--- src/rtl/timer_responder_if.sv ---
// Data-memory bus between the M stage (master) and a memory-mapped responder (slave).
interface timer_responder_if;
    logic        req_valid;
    logic        req_we;
    logic [31:0] req_addr;
    logic [3:0]  req_byteen;
    logic [31:0] req_wdata;
    logic        rsp_valid;
    logic [31:0] rsp_rdata;

    modport master (
        output req_valid, req_we, req_addr, req_byteen, req_wdata,
        input  rsp_valid, rsp_rdata
    );

    modport slave (
        input  req_valid, req_we, req_addr, req_byteen, req_wdata,
        output rsp_valid, rsp_rdata
    );
endinterface

--- src/rtl/timer_responder.sv ---
// Memory-mapped countdown timer on the M-stage data bus: CTRL/PRESET/COUNT registers,
// one-shot or auto-reload countdown, and a maskable interrupt.
module timer_responder #(
    parameter logic [31:0] BASE_ADDR = 32'h0000_7F00
) (
    input  logic             clk,
    input  logic             reset_n,
    timer_responder_if.slave bus,
    output logic             irq
);
    localparam int unsigned DW = 32;
    localparam int unsigned BE = DW / 8;

    typedef enum logic [1:0] {IDLE, LOAD, CNT, INT} state_t;

    state_t        state, state_nxt;
    logic          en, en_nxt;
    logic [1:0]    mode, mode_nxt;
    logic          im, im_nxt;
    logic [DW-1:0] preset, preset_nxt;
    logic [DW-1:0] count, count_nxt;
    logic          pending, pending_nxt;

    logic          hit_c, wr_ctrl_c, wr_preset_c;
    logic [DW-1:0] rd_data_c;
    logic          unused_c;

    function automatic logic [DW-1:0] merge_bytes(input logic [DW-1:0] old_v,
                                                  input logic [DW-1:0] new_v,
                                                  input logic [BE-1:0] be);
        logic [DW-1:0] r;
        r = old_v;
        for (int i = 0; i < int'(BE); i++) begin
            if (be[i]) r[i*8 +: 8] = new_v[i*8 +: 8];
        end
        return r;
    endfunction

    assign unused_c = ^bus.req_addr[1:0];

    // Address decode and read mux (values before this edge's updates)
    always_comb begin
        hit_c       = bus.req_valid && (bus.req_addr[31:4] == BASE_ADDR[31:4]);
        wr_ctrl_c   = hit_c && bus.req_we && (bus.req_addr[3:2] == 2'd0);
        wr_preset_c = hit_c && bus.req_we && (bus.req_addr[3:2] == 2'd1);
        rd_data_c   = '0;
        case (bus.req_addr[3:2])
            2'd0:    rd_data_c = {28'd0, im, mode, en};
            2'd1:    rd_data_c = preset;
            2'd2:    rd_data_c = count;
            default: rd_data_c = '0;
        endcase
    end

    // Countdown FSM; CPU register writes are applied last so they take priority
    always_comb begin
        state_nxt   = state;
        en_nxt      = en;
        mode_nxt    = mode;
        im_nxt      = im;
        preset_nxt  = preset;
        count_nxt   = count;
        pending_nxt = pending;

        case (state)
            IDLE: begin
                if (en) state_nxt = LOAD;
            end
            LOAD: begin
                count_nxt = preset;
                if (preset == '0) begin
                    state_nxt   = INT;
                    pending_nxt = 1'b1;
                end else begin
                    state_nxt = CNT;
                end
            end
            CNT: begin
                if (!en) begin
                    state_nxt = IDLE;
                end else begin
                    if (count != '0) count_nxt = count - DW'(1);
                    if (count <= DW'(1)) begin
                        state_nxt   = INT;
                        pending_nxt = 1'b1;
                    end
                end
            end
            INT: begin
                if (mode == 2'b01) begin
                    pending_nxt = 1'b0;
                    state_nxt   = LOAD;
                end else begin
                    en_nxt    = 1'b0;
                    state_nxt = IDLE;
                end
            end
            default: state_nxt = IDLE;
        endcase

        if (wr_preset_c) begin
            preset_nxt  = merge_bytes(preset, bus.req_wdata, bus.req_byteen);
            pending_nxt = 1'b0;
        end

        if (wr_ctrl_c) begin
            en_nxt   = en;
            mode_nxt = mode;
            im_nxt   = im;
            if (bus.req_byteen[0]) {im_nxt, mode_nxt, en_nxt} = bus.req_wdata[3:0];
            state_nxt   = IDLE;
            pending_nxt = 1'b0;
        end
    end

    always_ff @(posedge clk or negedge reset_n) begin
        if (!reset_n) begin
            state   <= IDLE;
            en      <= 1'b0;
            mode    <= 2'b00;
            im      <= 1'b0;
            preset  <= '0;
            count   <= '0;
            pending <= 1'b0;
        end else begin
            state   <= state_nxt;
            en      <= en_nxt;
            mode    <= mode_nxt;
            im      <= im_nxt;
            preset  <= preset_nxt;
            count   <= count_nxt;
            pending <= pending_nxt;
        end
    end

    // One-cycle response to every hit; stores return zero
    always_ff @(posedge clk or negedge reset_n) begin
        if (!reset_n) begin
            bus.rsp_valid <= 1'b0;
            bus.rsp_rdata <= '0;
        end else begin
            bus.rsp_valid <= hit_c;
            bus.rsp_rdata <= (hit_c && !bus.req_we) ? rd_data_c : '0;
        end
    end

    assign irq = im & pending;

endmodule

--- src/flat_wrapper.sv ---
// flat-port wrapper written by rule: the top's interface ports become plain ports
module timer_responder_flat 
#(
    parameter logic [31:0] BASE_ADDR = 32'h0000_7F00
)
  (clk, reset_n, irq, bus_req_valid, bus_req_we, bus_req_addr, bus_req_byteen, bus_req_wdata, bus_rsp_valid, bus_rsp_rdata);
  timer_responder_if bus_i ();
  input  logic clk;
  input  logic reset_n;
  output logic irq;
  input wire logic [$bits(bus_i.req_valid)-1:0] bus_req_valid;
  input wire logic [$bits(bus_i.req_we)-1:0] bus_req_we;
  input wire logic [$bits(bus_i.req_addr)-1:0] bus_req_addr;
  input wire logic [$bits(bus_i.req_byteen)-1:0] bus_req_byteen;
  input wire logic [$bits(bus_i.req_wdata)-1:0] bus_req_wdata;
  output wire logic [$bits(bus_i.rsp_valid)-1:0] bus_rsp_valid;
  output wire logic [$bits(bus_i.rsp_rdata)-1:0] bus_rsp_rdata;
  assign bus_i.req_valid = bus_req_valid;
  assign bus_i.req_we = bus_req_we;
  assign bus_i.req_addr = bus_req_addr;
  assign bus_i.req_byteen = bus_req_byteen;
  assign bus_i.req_wdata = bus_req_wdata;
  assign bus_rsp_valid = bus_i.rsp_valid;
  assign bus_rsp_rdata = bus_i.rsp_rdata;
  timer_responder #(.BASE_ADDR(BASE_ADDR)) u_core (.clk(clk), .reset_n(reset_n), .bus(bus_i), .irq(irq));
endmodule
--- config.mk ---
export PLATFORM = sky130hd
export DESIGN_NAME = timer_responder_flat
export DESIGN_NICKNAME = d
export VERILOG_FILES = /design/src/rtl/timer_responder_if.sv /design/src/rtl/timer_responder.sv /design/src/flat_wrapper.sv
export SDC_FILE = /design/constraint.sdc
export NUM_CORES = 1
export LEC_CHECK = 0
export ABC_AREA = 0
export CAP_MARGIN = 10
export CORE_ASPECT_RATIO = 1.25
export CORE_MARGIN = 2
export CORE_UTILIZATION = 45
export DETAILED_ROUTE_END_ITERATION = 12
export PLACE_DENSITY = 0.77
export SKIP_CTS_REPAIR_TIMING = 1
export SLEW_MARGIN = 25
export SYNTH_ARGS = -nofsm -noshare
export SYNTH_HDL_FRONTEND = slang
export SYNTH_SLANG_ARGS = --single-unit
--- constraint.sdc ---
create_clock -name clk -period 4.1 [get_ports clk]
set_clock_uncertainty 0.05 [all_clocks]
set_input_delay 0.41 -clock clk [delete_from_list [all_inputs] [get_ports clk]]
set_output_delay 0.41 -clock clk [all_outputs]
set_load 0.05 [all_outputs]
==> results of run 1 <==
## stage by stage
stage               setup WS (ns)  utilization (%)  hold slack, ns  std cells
finish                     0.9363            58.63        0.002640        762
global route               0.6005            58.63         0.09066        762
CTS                        0.9808            58.60          0.1881        762
detailed placement         0.9177            56.01          0.4873        746
global placement           0.9218            56.01          0.4825        746
floorplan                   1.771                -         0.06441        503
## synthesized netlist by cell type, drive strengths merged (2+ instances only)
library cell  instances
a311oi                2
mux2                 37
a22oi                31
o22ai                 8
o21ai                13
dfrtp               104
ha                    7
and3                  5
a311o                 2
mux2i                 6
o311ai               13
nand4                 8
or4                   6
o31ai                 2
nor3b                 4
a21oi                20
or2                   2
nor4                 24
nand4b                4
nand3                10
nand3b                2
a31oi                 3
nor3                 24
nor2                 63
clkbuf               21
buf                   5
and4                  3
o211ai                5
or3                   6
nor4b                 2
nand2                33
inv                  13
## logic make-up after synthesis
| logic type | share of synthesized area (%) |
|---|---|
| mux | 10.89 |
| simple gates | 21.38 |
| fa+ha+maj | 1.639 |
| compound gates | 14.52 |
| flops | 48.70 |
| buf+inv | 2.880 |
## power breakdown
part	switching (mW)	internal (mW)
combinational	0.0772	0.0808
sequential	0.00433	1.03
clock	0.370	0.505
## flip-flops by register name (all words and copies together) (netlist names)
register / flops
u_core.bus.rsp_rdata: 32
u_core.bus.rsp_valid: 1
u_core.count: 32
u_core.en: 1
u_core.im: 1
u_core.mode: 2
u_core.pending: 1
u_core.preset: 32
u_core.state: 2
## area by class of cell
cell class / instances / area [sq um]
Clock buffer: 13 / 260.3
Clock inverter: 3 / 40.04
Fill cell: 1002 / 4806
Inverter: 13 / 48.80
Multi-Input combinational cell: 360 / 2587
Sequential cell: 104 / 2603
Tap cell: 161 / 201.4
Timing Repair Buffer: 108 / 1070
## final timing paths
path                                                 to  slack, ns  depth (start not counted)
worst min register to register                u_core.im       0.49                          1
worst max register to register          u_core.count[7]       0.94                          6
worst min-delay path            u_core.bus.rsp_rdata[3]      0.003                          1
max in group asynchronous             u_core.preset[15]       3.09                          2
min in group clk                              u_core.im       0.49                          1
worst max-delay path                    u_core.count[7]       0.94                          6
## routing by layer
metal  global-route usage (%)  share of wire, %  vias up
met5                        0                 0        -
met4                    8.665               2.4        0
met3                    3.607               5.4       27
met2                    37.83                51      174
met1                    29.02                41     2218
li1                         -                 -     2085
## critical path, stage by stage, from the launching register on
cell	delay [ns]
dfrtp_1	0.43
inv_1	0.13
ha_1	0.74
inv_2	0.43
nand2_1	0.84
o311ai_0	0.28
o21ai_0	0.16
==> impl_metrics.json, run 1 <==
{
  "drtIter0Drc": 409,
  "grt_usage_pct": 22.53,
  "grt_pass1_wl_um": 22760,
  "numCtsBuffers": 9,
  "hpwl_um": 9759,
  "die_h_um": 125.8,
  "avgSynthCellArea_sq_um": 10.62,
  "worst_slew_pin_slew_ns": 0.9475,
  "total_power_mw": 2.066,
  "crit_required_ns": 4.31,
  "clk_pin_slew_ns": 0.07,
  "grt_max_degree": 75,
  "yosysTopAreaCell": "dfrtp_1",
  "end_kind": "register",
  "area_growth_pct": 27.44,
  "numPortBuffers": 103,
  "wl_per_cell_um": 18.25,
  "syn_nets": 582,
  "netlist_area_sq_um": 5344,
  "rsz0062_at_grt": "no",
  "first_global_vias": 4579,
  "p_leak_nw": 3.014,
  "worstPathMaxFanout": 28,
  "maxCapViolCount": 0,
  "synth_area_leaders": "dfrtp_1 (49%), mux2_4 (7.9%), a22oi_1 (4.4%)",
  "status": "finished, final reports clean",
  "yosys_register_bits": 104,
  "ir_drop_mv": 0.1932,
  "routabilityCongestion": 0.8859,
  "antenna_cells": 0,
  "cts_buffer_depth": 2,
  "synth.top_cell.area_share_pct": 48.70,
  "coreArea_sq_um": 11620,
  "placed_area_sq_um": 6506,
  "synth_seq_area_share_pct": 48.70,
  "io_pins": 106,
  "ys_warn_count": 0,
  "start_kind": "register",
  "drt_first_pass_iters": 5,
  "slew_violations": 0,
  "layout.nets": 675,
  "finalSetupTns_ns": 0,
  "start_util_pct": 46.00,
  "fin_area_sq_um": 6810,
  "cts_sinks": 104,
  "layout_common_cells": "dfrtp_1 (104), clkdlybuf4s50_1 (102), nor2_1 (61)",
  "synth_flop_cell": "dfrtp_1",
  "cts_root_buf": "clkbuf_16",
  "antenna_found_initial": 0,
  "period_minus_slack_ns": 3.164,
  "max-slew-margin-rel_pct": 36.68,
  "final_common_cell": "dfrtp_1",
  "synth_edf_count": 0,
  "hp-class": "in2async",
  "drc_errors": 0,
  "htree_levels": 3,
  "power.density_nw_per_um2": 303.3,
  "vias_per_cell": 5.911,
  "fp-row-count": 44,
  "clk_latency_ns": 0.35,
  "final-setup-viol-count": 0,
  "cts_tree": "done",
  "die_x_um": 101.5,
  "drt-total-wl_um": 13910,
  "critPathKind": "reg2reg",
  "clock.fmax_mhz": 316.1,
  "ys_types": 63,
  "postRouteAntennaNets": 0,
  "async_flop_share_pct": 100.0,
  "netlist_instances": 503,
  "drive_above_1_share_pct": 12.81,
  "critPathLaunch": "u_core.state[0]",
  "grt-ovfl-total": 0,
  "die-area_sq_um": 12770,
  "fin_crit_sh_pct": 77.16,
  "worstPathArrival_ns": 3.37,
  "routed-via-count": 4504,
  "r2r_start": "u_core.state[0]",
  "hold_viol_final": 0
}
Note: power is estimated with default switching activity, not from simulation.
==> run 2, diff against run 1 <==
==> constraint.sdc (replaced) <==
create_clock -name clk -period 3 [get_ports clk]
set_clock_uncertainty 0.05 [all_clocks]
set_input_delay 0.3 -clock clk [delete_from_list [all_inputs] [get_ports clk]]
set_output_delay 0.3 -clock clk [all_outputs]
set_load 0.05 [all_outputs]
==> run 2 against run 1 <==
  * First-iteration DRC count down 32%
  * Flip-flop and latch count unchanged
  * The flow now finishes with violations (hold timing)
  * Combinational power rose by 38%
  * Worst hold slack worse by 0.069 ns
  * Setup slack got worse by 0.55 ns
  * Via count down 0.69%
  * Die area is the same
  * Global-route usage fell by 0.68 points
  * Routed wire length is 3.6% lower
==> impl_metrics.json, run 2 (synthesis results as in run 1) <==
{
  "antenna_found_initial": 0,
  "placed_area_sq_um": 6604,
  "die_h_um": 125.8,
  "grt-ovfl-total": 0,
  "failed_checks": "hold timing",
  "final_common_cell": "dfrtp_1",
  "coreArea_sq_um": 11620,
  "htree_levels": 3,
  "total_power_mw": 2.780,
  "routed-via-count": 4473,
  "drt-total-wl_um": 13410,
  "numCtsBuffers": 9,
  "antenna_cells": 0,
  "drc_errors": 0,
  "ir_drop_mv": 0.2112,
  "vias_per_cell": 5.817,
  "rr_worst_depth": 7,
  "drt_first_pass_iters": 5,
  "routabilityCongestion": 0.9045,
  "power.density_nw_per_um2": 403.1,
  "place_inst": 754,
  "switching_share_pct": 22.06,
  "finalWorstSetupSlack_ns": 0.3876,
  "p_clk_share_pct": 41.4,
  "clk_pin_slew_ns": 0.07,
  "status": "finished, violations left",
  "die-area_sq_um": 12770,
  "cts_buffer_depth": 2,
  "layout.nets": 683,
  "fin_cells": 769,
  "maxCapViolCount": 0,
  "worst_slew_pin_slew_ns": 0.5589,
  "start_util_pct": 46.00,
  "p_int_mw": 2.167,
  "fill_cells": 989,
  "hold_viol_final": 57,
  "final-setup-viol-count": 0,
  "postRouteAntennaNets": 0,
  "critPathKind": "reg2reg",
  "layout_common_cells": "dfrtp_1 (104), clkdlybuf4s50_1 (102), nor2_1 (61)",
  "largestRegisters": "u_core.bus.rsp_rdata (32), u_core.count (32), u_core.preset (32)",
  "die_x_um": 101.5,
  "area_growth_pct": 29.06,
  "drtIter0Drc": 277,
  "fin_crit_sh_pct": 87.08,
  "clock.fmax_mhz": 382.8,
  "period_minus_slack_ns": 2.612,
  "slew_violations": 0,
  "p_leak_nw": 3.057,
  "worstPathArrival_ns": 2.81,
  "first_global_vias": 4507,
  "wl_per_cell_um": 17.44,
  "drive_above_1_share_pct": 14.14,
  "io_pins": 106,
  "finalSetupTns_ns": 0,
  "cts_tree": "done",
  "cts_root_buf": "clkbuf_16",
  "grt_usage_pct": 21.85,
  "rsz0062_at_grt": "no",
  "start_kind": "register",
  "end_kind": "register",
  "holdWs_ns": -0.06610,
  "comb_power_share_pct": 7.9,
  "hp-class": "in2async",
  "fp-row-count": 44,
  "numPortBuffers": 103,
  "worstPathMaxFanout": 6,
  "max-slew-margin-rel_pct": 62.74,
  "crit_required_ns": 3.19,
  "grt_pass1_wl_um": 22240,
  "grt_max_degree": 105,
  "p_sw_uw": 613.3,
  "seq_power_share_pct": 50.8,
  "hpwl_um": 9678,
  "fin_area_sq_um": 6897,
  "post-place-ws_ns": 0.2458,
  "clk_latency_ns": 0.35,
  "cts_sinks": 104
}
run 2: final cells by class:
class | instances | area (sq um) | share of cell area (%)
timing repair buffer | 116 | 1164 | 16.87
inverter | 13 | 48.80 | 0.7075
tap | 161 | 201.4 | 2.921
clock buffer | 13 | 280.3 | 4.064
clock inverter | 2 | 12.51 | 0.1814
sequential | 104 | 2603 | 37.74
multi-input combinational | 360 | 2587 | 37.52
run 2: path summary, 6_finish.rpt:
| kind | from | to | slack (ns) |
|---|---|---|---|
| max in group asynchronous | reset_n | u_core.preset[6] | 2.52 |
| worst max register to register | u_core.count[0] | u_core.count[12] | 0.39 |
| worst max-delay path | u_core.count[0] | u_core.count[12] | 0.39 |
| worst min-delay path | reset_n | u_core.bus.rsp_rdata[2] | -0.07 |
| min in group clk | bus_req_wdata[6] | u_core.preset[6] | 0.49 |
| worst min register to register | u_core.im | u_core.im | 0.49 |
run 2: critical path: stages (launching register included):
cell,delay (ns)
dfrtp_1,0.47
inv_1,0.13
ha_1,0.22
or3b_2,0.53
nor2_2,0.24
nand2_1,0.17
or4_1,0.42
a32o_1,0.27
run 2: routing by layer:
layer | track usage, % | up-vias | part of all wire (%)
li1 | - | 2100 | -
met1 | 27.53 | 2189 | 41
met2 | 37.20 | 159 | 51
met3 | 3.663 | 25 | 5.2
met4 | 8.426 | 0 | 2.3
met5 | 0 | - | 0
run 2: power groups by stage:
stage          Combinational [mW]  Clock [mW]  Sequential, mW
6_report                    0.218        1.15            1.41
5_1_grt                     0.238        1.21            1.41
4_1_cts                     0.221        1.16            1.41
3_5_place_dp                0.220           0            1.44
3_3_place_gp                0.216           0            1.44
2_1_floorplan              0.0725           0            1.44
run 2: metrics by stage:
step | hold slack (ns) | utilization (%)
6_report | -0.06610 | 59.37
5_1_grt | 0.008913 | 59.37
4_1_cts | -0.007305 | 59.37
3_5_place_dp | 0.3633 | 56.85
3_3_place_gp | 0.3613 | 56.85
2_1_floorplan | -0.04559 | -
==> run 3, diff against run 2 <==
==> constraint.sdc (replaced) <==
create_clock -name clk -period 2.95 [get_ports clk]
set_clock_uncertainty 0.05 [all_clocks]
set_input_delay 0.295 -clock clk [delete_from_list [all_inputs] [get_ports clk]]
set_output_delay 0.295 -clock clk [all_outputs]
set_load 0.05 [all_outputs]
==> run 3 against run 2 <==
  * The flow still finishes with violations (hold timing)
  * Die area did not move
  * Combinational power rose by 3%
  * Largest cell class unchanged
  * Clock power rose by 7%
==> impl_metrics.json, run 3 (synthesis results as in run 1) <==
{
  "place_inst": 755,
  "fin_cells": 771,
  "maxCapViolCount": 0,
  "layout_common_cells": "dfrtp_1 (104), clkdlybuf4s50_1 (102), nor2_1 (61)",
  "worstPathArrival_ns": 2.82,
  "die_h_um": 125.8,
  "routabilityCongestion": 0.9054,
  "worst-path-buf-inv": 1,
  "drive_above_1_share_pct": 14.26,
  "finalSetupTns_ns": 0,
  "numCtsBuffers": 9,
  "cts_root_buf": "clkbuf_16",
  "antenna_cells": 0,
  "drt_first_pass_iters": 5,
  "hp-class": "in2async",
  "vias_per_cell": 5.873,
  "rsz0062_at_grt": "no",
  "fin_crit_sh_pct": 89.02,
  "cts_sinks": 104,
  "largestRegisters": "u_core.bus.rsp_rdata (32), u_core.count (32), u_core.preset (32)",
  "cp_slowest_stage_delay_ns": 0.54,
  "cts_buffer_depth": 2,
  "numPortBuffers": 103,
  "status": "finished, violations left",
  "holdWs_ns": -0.04344,
  "final-setup-viol-count": 0,
  "power.density_nw_per_um2": 418.0,
  "crit_path_cell_trace": "inv_1 -> ha_1 -> or3b_2 -> nor2_2 -> nand2_1 -> or4_1 -> a32o_1",
  "crit_family": "simple AND/OR/NAND/NOR gates",
  "hpwl_um": 9927,
  "critPathKind": "reg2reg",
  "slew_violations": 0,
  "htree_levels": 3,
  "coreArea_sq_um": 11620,
  "clk_latency_ns": 0.35,
  "r2r_start": "u_core.count[0]",
  "fp-row-count": 44,
  "hold_viol_final": 48,
  "routed-via-count": 4528,
  "fin_util_pct": 59.56,
  "worst_slew_pin_slew_ns": 0.7694,
  "start_util_pct": 46.00,
  "layout.nets": 684,
  "reg2reg_to": "u_core.count[12]",
  "final_common_cell": "dfrtp_1",
  "cts_tree": "done",
  "grt_max_degree": 61,
  "max-slew-margin-rel_pct": 48.71,
  "placed_area_sq_um": 6611,
  "first_global_vias": 4593,
  "drt-total-wl_um": 13770,
  "area_growth_pct": 29.48,
  "ff2ff_setup_slack_ns": 0.32,
  "drc_errors": 0,
  "clock.fmax_mhz": 380.8,
  "drtIter0Drc": 331,
  "rr_worst_depth": 7,
  "clk_pin_slew_ns": 0.07,
  "end_kind": "register",
  "period_minus_slack_ns": 2.626,
  "wl_per_cell_um": 17.86,
  "antenna_found_initial": 0,
  "start_kind": "register",
  "p_leak_nw": 3.068,
  "crit_required_ns": 3.14,
  "worstPathMaxFanout": 6,
  "grt_usage_pct": 22.26,
  "cp_slowest_cell": "or3b_2",
  "ir_drop_mv": 0.2822,
  "io_pins": 106,
  "failed_checks": "hold timing",
  "postRouteAntennaNets": 0,
  "die_x_um": 101.5,
  "total_power_mw": 2.893,
  "grt_pass1_wl_um": 22760,
  "die-area_sq_um": 12770,
  "fin_area_sq_um": 6919,
  "grt-ovfl-total": 0
}
-- run 3: changes by cell type in the layout (fill, tap and decap cells not counted), sizes merged --
cell    previous run  this run
clkbuf            13        12
bufinv             0         1
buf               14        15
inv               13        14
-- run 3: power by group --
group          internal, mW  switching, mW
Clock                 0.707          0.527
Combinational         0.116          0.108
Sequential             1.43        0.00615
Total                  2.25          0.641
-- run 3: metal layers --
layer  vias to the layer above  global-route usage, %  part of all wire, %
met4                         0                  7.234                  2.5
met2                       178                  38.68                   51
met5                         -                      0                    0
met3                        23                  3.607                  5.1
met1                      2226                  28.06                   41
li1                       2101                      -                    -
-- run 3: cell type report --
| cell class | count | area [sq um] |
|---|---|---|
| Tap cell | 161 | 201.4 |
| Clock inverter | 4 | 51.30 |
| Fill cell | 986 | 4697 |
| Clock buffer | 12 | 256.5 |
| Inverter | 13 | 48.80 |
| Sequential cell | 104 | 2603 |
| Timing Repair Buffer | 117 | 1171 |
| Multi-Input combinational cell | 360 | 2587 |
-- run 3: worst max path at each step --
stage,from,endpoint,slack (ns),cells past startpoint
after detailed placement,bus_req_valid,u_core.preset[6],0.20,8
after global routing,u_core.count[0],u_core.count[12],0.20,7
after global placement,bus_req_valid,u_core.preset[6],0.24,8
after CTS,u_core.count[0],u_core.count[12],0.34,7
final,u_core.count[0],u_core.count[12],0.32,7
after floorplan,u_core.count[0],u_core.count[12],0.62,7
-- run 3: stage by stage --
stage / setup WS [ns] / hold slack [ns]
6_report: 0.3239 / -0.04344
2_1_floorplan: 0.6213 / -0.05059
3_3_place_gp: 0.2390 / 0.3611
5_1_grt: 0.2040 / 0.03603
4_1_cts: 0.3376 / 0.003681
3_5_place_dp: 0.2048 / 0.3742
